$ cat src/rtl/debug_unit_ctrl.sv
// debug_unit_ctrl: byte-command sequencer between the UART and the MIPS pipeline.
// It loads the instruction memory and runs or single-steps the pipeline through a
// clock enable. After halt it drains the pipeline, then streams back a snapshot of
// the latches followed by the enabled-cycle count.
module debug_unit_ctrl #(
   parameter int LEN          = 32,
   parameter int NB_DATA      = 8,
   parameter int N_DUMP_WORDS = 16,
   parameter int DRAIN_CYCLES = 4
) (
   input  logic                            i_clk,
   input  logic                            i_rst,
   input  logic [NB_DATA-1:0]              i_rx_data,
   input  logic                            i_rx_valid,
   output logic [NB_DATA-1:0]              o_tx_data,
   output logic                            o_tx_start,
   input  logic                            i_tx_done,
   output logic                            o_wea_mem_instr,
   output logic [LEN-1:0]                  o_addr_mem_instr,
   output logic [LEN-1:0]                  o_dir_mem_instr,
   output logic                            o_pipe_rst_n,
   output logic                            o_pipe_en,
   input  logic                            i_flag_halt,
   output logic [$clog2(N_DUMP_WORDS)-1:0] o_dump_sel,
   input  logic [LEN-1:0]                  i_dump_word,
   output logic [LEN-1:0]                  o_cant_clock,
   output logic                            o_halted
);

   localparam int SEL_W = $clog2(N_DUMP_WORDS);
   localparam int IDX_W = $clog2(N_DUMP_WORDS + 1);
   localparam int DC_W  = $clog2(DRAIN_CYCLES + 1);
   localparam int CNT_W = 2 * NB_DATA;

   localparam logic [NB_DATA-1:0] CMD_LOAD = NB_DATA'(1);
   localparam logic [NB_DATA-1:0] CMD_RUN  = NB_DATA'(2);
   localparam logic [NB_DATA-1:0] CMD_STEP = NB_DATA'(3);

   localparam logic [IDX_W-1:0] LAST_IDX   = IDX_W'(N_DUMP_WORDS);
   localparam logic [IDX_W-1:0] LAST_SEL   = IDX_W'(N_DUMP_WORDS - 1);
   localparam logic [DC_W-1:0]  LAST_DRAIN = DC_W'(DRAIN_CYCLES - 1);
   localparam logic [CNT_W-1:0] ONE_CNT    = CNT_W'(1);

   typedef enum logic [3:0] {
      IDLE, LOAD_NH, LOAD_NL, LOAD_BYTE, LOAD_WR,
      RUN, STEP, DRAIN, DUMP_TX, DUMP_WAIT
   } state_t;

   state_t                 state;
   logic [CNT_W-1:0]       n_words;
   logic [CNT_W-1:0]       k;
   logic [LEN-1:0]         word_sr;
   logic [LEN-1:0]         dump_buf;
   logic [1:0]             byte_idx;
   logic [IDX_W-1:0]       dump_idx;
   logic [DC_W-1:0]        drain_cnt;
   logic                   halt_seen;

   logic [LEN-1:0]         word_next;
   logic [LEN-1:0]         dump_src;
   logic [CNT_W-1:0]       n_full;
   logic [CNT_W-1:0]       k_next;

   // Big-endian byte select: byte 0 is the most significant byte of the word.
   function automatic logic [NB_DATA-1:0] byte_of(input logic [LEN-1:0] w, input logic [1:0] idx);
      logic [LEN-1:0] sh;
      sh = w << (NB_DATA * int'(idx));
      return sh[LEN-1 -: NB_DATA];
   endfunction

   // The snapshot word is captured on its first byte; the final word is the cycle count.
   assign word_next = {word_sr[LEN-NB_DATA-1:0], i_rx_data};
   assign dump_src  = (byte_idx != 2'd0) ? dump_buf :
                      (dump_idx == LAST_IDX) ? o_cant_clock : i_dump_word;
   assign n_full    = {n_words[CNT_W-1:NB_DATA], i_rx_data};
   assign k_next    = k + ONE_CNT;

   // Datapath holding registers; they are always written before being read, so they carry no reset.
   always_ff @(posedge i_clk) begin
      if (i_rx_valid && state == LOAD_NH)   n_words[CNT_W-1:NB_DATA] <= i_rx_data;
      if (i_rx_valid && state == LOAD_NL)   n_words[NB_DATA-1:0]     <= i_rx_data;
      if (i_rx_valid && state == LOAD_BYTE) word_sr                  <= word_next;
      if (state == DUMP_TX && byte_idx == 2'd0) dump_buf <= dump_src;
   end

   // Command sequencer; all outputs are registered.
   always_ff @(posedge i_clk or negedge i_rst) begin
      if (!i_rst) begin
         state            <= IDLE;
         k                <= '0;
         byte_idx         <= '0;
         dump_idx         <= '0;
         drain_cnt        <= '0;
         halt_seen        <= 1'b0;
         o_tx_data        <= '0;
         o_tx_start       <= 1'b0;
         o_wea_mem_instr  <= 1'b0;
         o_addr_mem_instr <= '0;
         o_dir_mem_instr  <= '0;
         o_pipe_rst_n     <= 1'b0;
         o_pipe_en        <= 1'b0;
         o_dump_sel       <= '0;
         o_cant_clock     <= '0;
         o_halted         <= 1'b0;
      end else begin
         o_wea_mem_instr <= 1'b0;
         o_tx_start      <= 1'b0;
         case (state)
            IDLE: if (i_rx_valid) begin
               case (i_rx_data)
                  CMD_LOAD: begin
                     o_pipe_rst_n <= 1'b0;
                     k            <= '0;
                     o_cant_clock <= '0;
                     o_halted     <= 1'b0;
                     halt_seen    <= 1'b0;
                     drain_cnt    <= '0;
                     state        <= LOAD_NH;
                  end
                  CMD_RUN: begin
                     if (o_halted) begin
                        state <= DUMP_TX;
                     end else begin
                        // A halt already seen while stepping continues the drain.
                        o_pipe_en <= 1'b1;
                        state     <= halt_seen ? DRAIN : RUN;
                     end
                  end
                  CMD_STEP: begin
                     if (o_halted) begin
                        state <= DUMP_TX;
                     end else begin
                        o_pipe_en <= 1'b1;
                        state     <= STEP;
                     end
                  end
                  default: ;
               endcase
            end
            LOAD_NH: if (i_rx_valid) state <= LOAD_NL;
            LOAD_NL: if (i_rx_valid) begin
               if (n_full == '0) begin
                  o_pipe_rst_n <= 1'b1;
                  state        <= IDLE;
               end else begin
                  byte_idx <= '0;
                  state    <= LOAD_BYTE;
               end
            end
            LOAD_BYTE: if (i_rx_valid) begin
               byte_idx <= byte_idx + 2'd1;
               if (byte_idx == 2'd3) begin
                  o_wea_mem_instr  <= 1'b1;
                  o_addr_mem_instr <= LEN'(k);
                  o_dir_mem_instr  <= word_next;
                  state            <= LOAD_WR;
               end
            end
            LOAD_WR: begin
               k <= k_next;
               if (k_next == n_words) begin
                  o_pipe_rst_n <= 1'b1;
                  state        <= IDLE;
               end else begin
                  state <= LOAD_BYTE;
               end
            end
            RUN: begin
               o_cant_clock <= o_cant_clock + LEN'(1);
               if (i_flag_halt) state <= DRAIN;
            end
            DRAIN: begin
               o_cant_clock <= o_cant_clock + LEN'(1);
               if (drain_cnt == LAST_DRAIN) begin
                  o_pipe_en <= 1'b0;
                  o_halted  <= 1'b1;
                  state     <= DUMP_TX;
               end else begin
                  drain_cnt <= drain_cnt + DC_W'(1);
               end
            end
            STEP: begin
               o_cant_clock <= o_cant_clock + LEN'(1);
               o_pipe_en    <= 1'b0;
               state        <= DUMP_TX;
               if (halt_seen) begin
                  if (drain_cnt == LAST_DRAIN) o_halted <= 1'b1;
                  else                         drain_cnt <= drain_cnt + DC_W'(1);
               end else if (i_flag_halt) begin
                  halt_seen <= 1'b1;
               end
            end
            DUMP_TX: begin
               o_tx_data  <= byte_of(dump_src, byte_idx);
               o_tx_start <= 1'b1;
               state      <= DUMP_WAIT;
            end
            DUMP_WAIT: if (i_tx_done) begin
               byte_idx <= byte_idx + 2'd1;
               state    <= DUMP_TX;
               if (byte_idx == 2'd3) begin
                  if (dump_idx == LAST_IDX) begin
                     // Leave the dump counters cleared so the next dump starts at word 0.
                     dump_idx   <= '0;
                     o_dump_sel <= '0;
                     state      <= IDLE;
                  end else begin
                     dump_idx <= dump_idx + IDX_W'(1);
                     if (dump_idx < LAST_SEL) o_dump_sel <= SEL_W'(dump_idx + IDX_W'(1));
                  end
               end
            end
            default: state <= IDLE;
         endcase
      end
   end

endmodule

$ cat config.mk
export PLATFORM = sky130hd
export DESIGN_NAME = debug_unit_ctrl
export DESIGN_NICKNAME = d
export VERILOG_FILES = /design/src/rtl/debug_unit_ctrl.sv
export SDC_FILE = /design/constraint.sdc
export NUM_CORES = 1
export LEC_CHECK = 0
export CAP_MARGIN = 20
export CORE_ASPECT_RATIO = 1.25
export CORE_UTILIZATION = 60
export CTS_BUF_LIST = sky130_fd_sc_hd__clkbuf_8
export DETAILED_ROUTE_END_ITERATION = 10
export PLACE_DENSITY_LB_ADDON = 0.05
export SLEW_MARGIN = 0
export SYNTH_ARGS = -nofsm -noshare
export SYNTH_HDL_FRONTEND = slang
export SYNTH_SLANG_ARGS = --single-unit
$ cat constraint.sdc
create_clock -name i_clk -period 5.8 [get_ports i_clk]
set_input_delay 1.16 -clock i_clk [delete_from_list [all_inputs] [get_ports i_clk]]
set_output_delay 1.16 -clock i_clk [all_outputs]
set_load 0.03 [all_outputs]
==> reports/metrics.yaml <==
outcome: "finished, final reports clean"
clk_latency_ps: 470
wire_per_inst_microns: 18.80
synth_common_cells: "dfrtp_1, nor2_1, nand2_1"
post-route-period-util: 0.6544
total_power_mw: 5.111
synth.cell_area_sq_um: 9612
drtIter0Drc: 569
post-place-ws_ps: 1553
met2_wirelength_microns: 12440
post_cts_buffers: 0
rows: 51
setup_viol_count_final: 0
io_pins: 158
fin_hold_ws_ps: 461.0
start_kind: "primary input"
wl_met3_microns: 1149
critPathCaptureType: "flip-flop"
max_slew_margin: 0.3732
ys_warn_count: 0
nets: 1032
place.gp.congestion: 0.9313
cts_root_buf: "clkbuf_8"
regArea_sq_um: 5365
period_needed_ps: 3795
coreArea_sq_um: 15630
io_buffers: 141
seq_area_frac_synth: 0.5582
yosysTopAreaCell: "dfrtp_1"
synth_top_area_share: 0.3332
nFillCells: 1092
die_w_microns: 115.2
cpMostUsedCell: "a21oi_1"
top_layer: "met4"
crit_type: "primary input to flip-flop"
routed_wl_microns: 22630
slowest_delay_ps: 680
worst_pin_slew_ps: 940.2
drt_pass1_iterations: 6
required_ps: 6190
yosysUniqueCellTypes: 67
ant_nets: 0
postLayoutSetupSlackWorst_ps: 2005
place_area_sq_um: 11110
antenna_cells: 0
grt.total_usage: 0.2848
cts_sinks: 200
yosysMostFrequentCell: "dfrtp_1"
wl_met1_microns: 8357
dp_hpwl_microns: 16380
synth.area.top_cells: "dfrtp_1, edfxtp_1, mux2_2, mux2i_1, nor2_1"
crit_chain: "clkdlybuf4s50_1, nor4_1, nand4_1, a21oi_1, nand2_1, or3_1, a21oi_1"
start_util: 0.6148
crit_fanout: 8
fp.dieH_microns: 143.5
synthArstFlopShare: 0.6400
crit_arrival_ps: 4190
peakVddDrop_mv: 0.1997
cts_tree: "done"
hold_viol: 0
p_per_area_nw_per_um2: 440.6
cts_buffers: 17
clockBufferDepth: 2
multi_input_area_sq_um: 3963
cts-resized-gates: 0
min_path_type: "flip-flop to flip-flop"
drv_slew: 0
die_area_sq_um: 16530
cts_hold_buf: 0
synth-edff-count: 72
post_synth.cell_area_avg_sq_um: 11.29
grt_setup_unrepaired: "no"
cpLargestDelayFamily: "simple AND/OR/NAND/NOR gates"
p_leak_nw: 4.624
clkTransAtPathRegs_ps: 110
drv_cap: 0
design_area_sq_um: 11600
finalClockSkew_ps: 17.20
ys.flop_type: "dfrtp_1"
htree_levels: 4
slowest_stage: "a21oi_1"
viasPerCell: 5.940
grt_pass1_wl_microns: 35650
synth_cells: 851
grt_max_degree: 77
ys_seq_elements: 200
drive_above_1_share: 0.1129
timing.setup.tns_ps: 0
drc: 0
area_growth_pct: 20.68
cp.buffers_inverters: 1
fmax_mhz: 263.5
grt_pass1_vias: 7090
via_count: 7152
overflow: 0
antenna_found_initial: 0
==> layer usage <==
metal / vias to the layer above / global-route usage
met2: 280 / 0.5282
li1: 3287 / -
met3: 59 / 0.04766
met1: 3526 / 0.3190
met5: - / 0
met4: 0 / 0.1244
==> where the power goes <==
group	leakage [nW]	internal (mW)	switching (mW)
combinational	2.09	0.829	1.11
sequential	2.31	1.83	0.374
clock	0.225	0.420	0.554
==> layout by cell type, fill, tap and decap left out, drive strengths merged, types with 8 or more instances in the layout <==
cell type	n
a21oi	55
o31ai	8
ha	8
nand2b	9
nand2	77
buf	9
xnor2	24
or3	11
mux4	8
mux2	48
and3	15
nor2	91
nand4	14
edfxtp	72
nor3	11
clkbuf	17
mux2i	38
clkdlybuf4s50	140
xor2	17
inv	21
o21ai	51
conb	16
nand3	22
dfrtp	128
==> worst paths after layout <==
path                            cells after the start          from                   to  slack [ps]
min in group asynchronous                           1         i_rst  o_dir_mem_instr[26]         710
max in group asynchronous                           2         i_rst         drain_cnt[1]        3690
worst min-delay path                                0   word_sr[10]          word_sr[18]         460
worst min register to register                      0   word_sr[10]          word_sr[18]         460
worst max register to register                      6      state[1]     o_cant_clock[21]        2570
worst max-delay path                                7  i_rx_data[2]     o_cant_clock[21]        2000
==> stage by stage <==
step / instances / util
CTS: 1202 / 0.7400
finish: 1204 / 0.7420
floorplan: 866 / -
global route: 1204 / 0.7420
detailed placement: 1170 / 0.7108
global placement: 1168 / 0.7090
==> cells by family after synthesis <==
logic type      count (synthesis)  share of synthesized area
compound gates                154                    0.09776
other cells                     1                  0.0003901
fa+ha+maj                       8                    0.01041
xor+xnor                       41                    0.03736
buf+inv                        69                    0.03632
flops                         200                     0.5582
simple gates                  284                     0.1450
mux                            94                     0.1146
==> sequential cells by signal, summed over array words and instances (netlist names) <==
register          count
o_dump_sel            4
o_tx_data             8
k                    16
o_wea_mem_instr       1
o_pipe_rst_n          1
dump_idx              5
o_cant_clock         32
o_pipe_en             1
o_tx_start            1
drain_cnt             3
state                 4
o_halted              1
dump_buf             32
n_words              16
o_dir_mem_instr      32
byte_idx              2
o_addr_mem_instr     16
halt_seen             1
word_sr              24
==> cell type report <==
class | count | area share
clock buffer | 17 | 0.02017
clock inverter | 15 | 0.01920
inverter | 14 | 0.004530
multi-input combinational | 597 | 0.3416
sequential | 200 | 0.4625
tap | 212 | 0.02287
timing repair buffer | 149 | 0.1291
Note: power is estimated with default switching activity, not from simulation.
==> variant: new RTL, config.mk and constraints unchanged <==
One comparison of `dump_idx` changes from == to >=.
--- a/src/rtl/debug_unit_ctrl.sv
+++ b/src/rtl/debug_unit_ctrl.sv
@@ -71,7 +71,7 @@
    // The snapshot word is captured on its first byte; the final word is the cycle count.
    assign word_next = {word_sr[LEN-NB_DATA-1:0], i_rx_data};
    assign dump_src  = (byte_idx != 2'd0) ? dump_buf :
-                      (dump_idx == LAST_IDX) ? o_cant_clock : i_dump_word;
+                      (dump_idx >= LAST_IDX) ? o_cant_clock : i_dump_word;
    assign n_full    = {n_words[CNT_W-1:NB_DATA], i_rx_data};
    assign k_next    = k + ONE_CNT;
 
Behaviour: no difference found for any inputs over 4 cycles, from zero or initial values and one cycle with i_rst low; that may be too few to reach the edited logic, so the function may still have changed.
==> variant against the original RTL <==
Sequential power rose by 2%. Non-clock buffer count rose by 1. Maximum frequency increased by 15%. Synthesized area grew 1.2%. Combinational power rose by 2%. Clock power down 3.1%. Worst setup slack better by 0.50 ns. Global-route usage up 1.3 points. Die area rose by 1.1%. Total power increased by 1.3%. Sequential cell count unchanged. Wire length up 4.8%. Final area is 0.45% higher. Synthesized cell count is 0.94% higher.
==> variant: results <==
yosys:
  synth_cell_types: 74
  synth_top_cells_by_count: "128 x dfrtp_1, 94 x nor2_1, 76 x nand2_1, 72 x edfxtp_1, 51 x a21oi_1"
  synth_area_leaders: "dfrtp_1 33%, edfxtp_1 22%, mux2_2 5.3%"
  ys_seq_area_share_pct: 55.2
  synth.avg_cell_area_um2: 11.3
pwr:
  p_leak_nw: 4.60
  peakVddDrop_uv: 279
routing:
  drt_iter0_markers: 645
  wl_per_cell_um: 19.7
  via_per_inst: 5.95
  dr.pass1.iters: 5
  drt_wl_total_mm: 23.7
grt:
  grt_max_degree: 68
  grt_pass1_vias: 7144
  grt_pass1_wl_mm: 37.0
timing:
  worst_slack_ns: 2.50
  worst_slew_pin_slew_ns: 1.05
  skew_ns: 0.0163
critical_path:
  timing.rr.start: "state[0]"
  reg2reg_slack_ns: 3.02
  cp_slowest_stage_delay_ns: 0.73
  crit_path_end: "k[15]"
  slowest_stage: "or4_1"
  path_max_fanout: 16
  worstPathArrival_ns: 3.67
  r2r-end: "o_cant_clock[26]"
clock_network:
  cts.clk_slew.worst_paths_ns: 0.13
  clock_latency_ns: 0.49
outcome:
  status: "finished, final reports clean"
finish:
  drive_above_1_share_pct: 12.0
  nets: 1031
  n_fill_cell: 1073
placement:
  dpl_cell_area_um2: 11200
  hpwlAfterDp_mm: 17.3
## variant: cell types whose count changed after synthesis, sizes merged, moves of 5 or more
cell / before / now
buf: 32 / 41
o21ai: 51 / 44
nand4: 14 / 20
or3: 11 / 6
xor2: 17 / 30
xnor2: 24 / 18
## variant: cell type report
class	count	area [um2]	share of cell area [%]
Sequential cell	200	5370	46.1
Multi-Input combinational cell	599	4050	34.8
Timing Repair Buffer	150	1490	12.8
Tap cell	212	265	2.28
Clock buffer	17	234	2.01
Clock inverter	15	206	1.77
Inverter	10	37.5	0.322
## variant: layer usage
layer,track usage (%),part of all wire (%),vias up
li1,-,-,3303
met1,32.9,37,3520
met2,53.4,53,280
met3,5.62,5.1,50
met4,16.5,4.1,0
met5,0,0,-
## variant: power breakdown
| group | internal, mW | total [mW] | switching [mW] |
|---|---|---|---|
| Clock | 0.350 | 0.944 | 0.594 |
| Combinational | 0.837 | 1.98 | 1.14 |
| Sequential | 1.82 | 2.25 | 0.435 |
## variant: cell families after synthesis
kind of cell / after synthesis / synth area share (%)
buf+inv: 75 / 3.86
compound gates: 142 / 9.00
simple gates: 294 / 15.6
fa+ha+maj: 8 / 1.03
other cells: 1 / 0.0386
mux: 91 / 11.0
xor+xnor: 48 / 4.32
flops: 200 / 55.2
## variant: how the worst min path moves through the flow
| stage | from | to | slack, ns | depth (start not counted) |
|---|---|---|---|---|
| after floorplan | word_sr[2] | word_sr[10] | 0.42 | 0 |
| after global placement | word_sr[12] | word_sr[20] | 0.42 | 0 |
| after detailed placement | word_sr[8] | word_sr[16] | 0.43 | 0 |
| after CTS | word_sr[8] | word_sr[16] | 0.46 | 0 |
| after global routing | word_sr[7] | word_sr[15] | 0.46 | 0 |
| final | word_sr[8] | word_sr[16] | 0.46 | 0 |
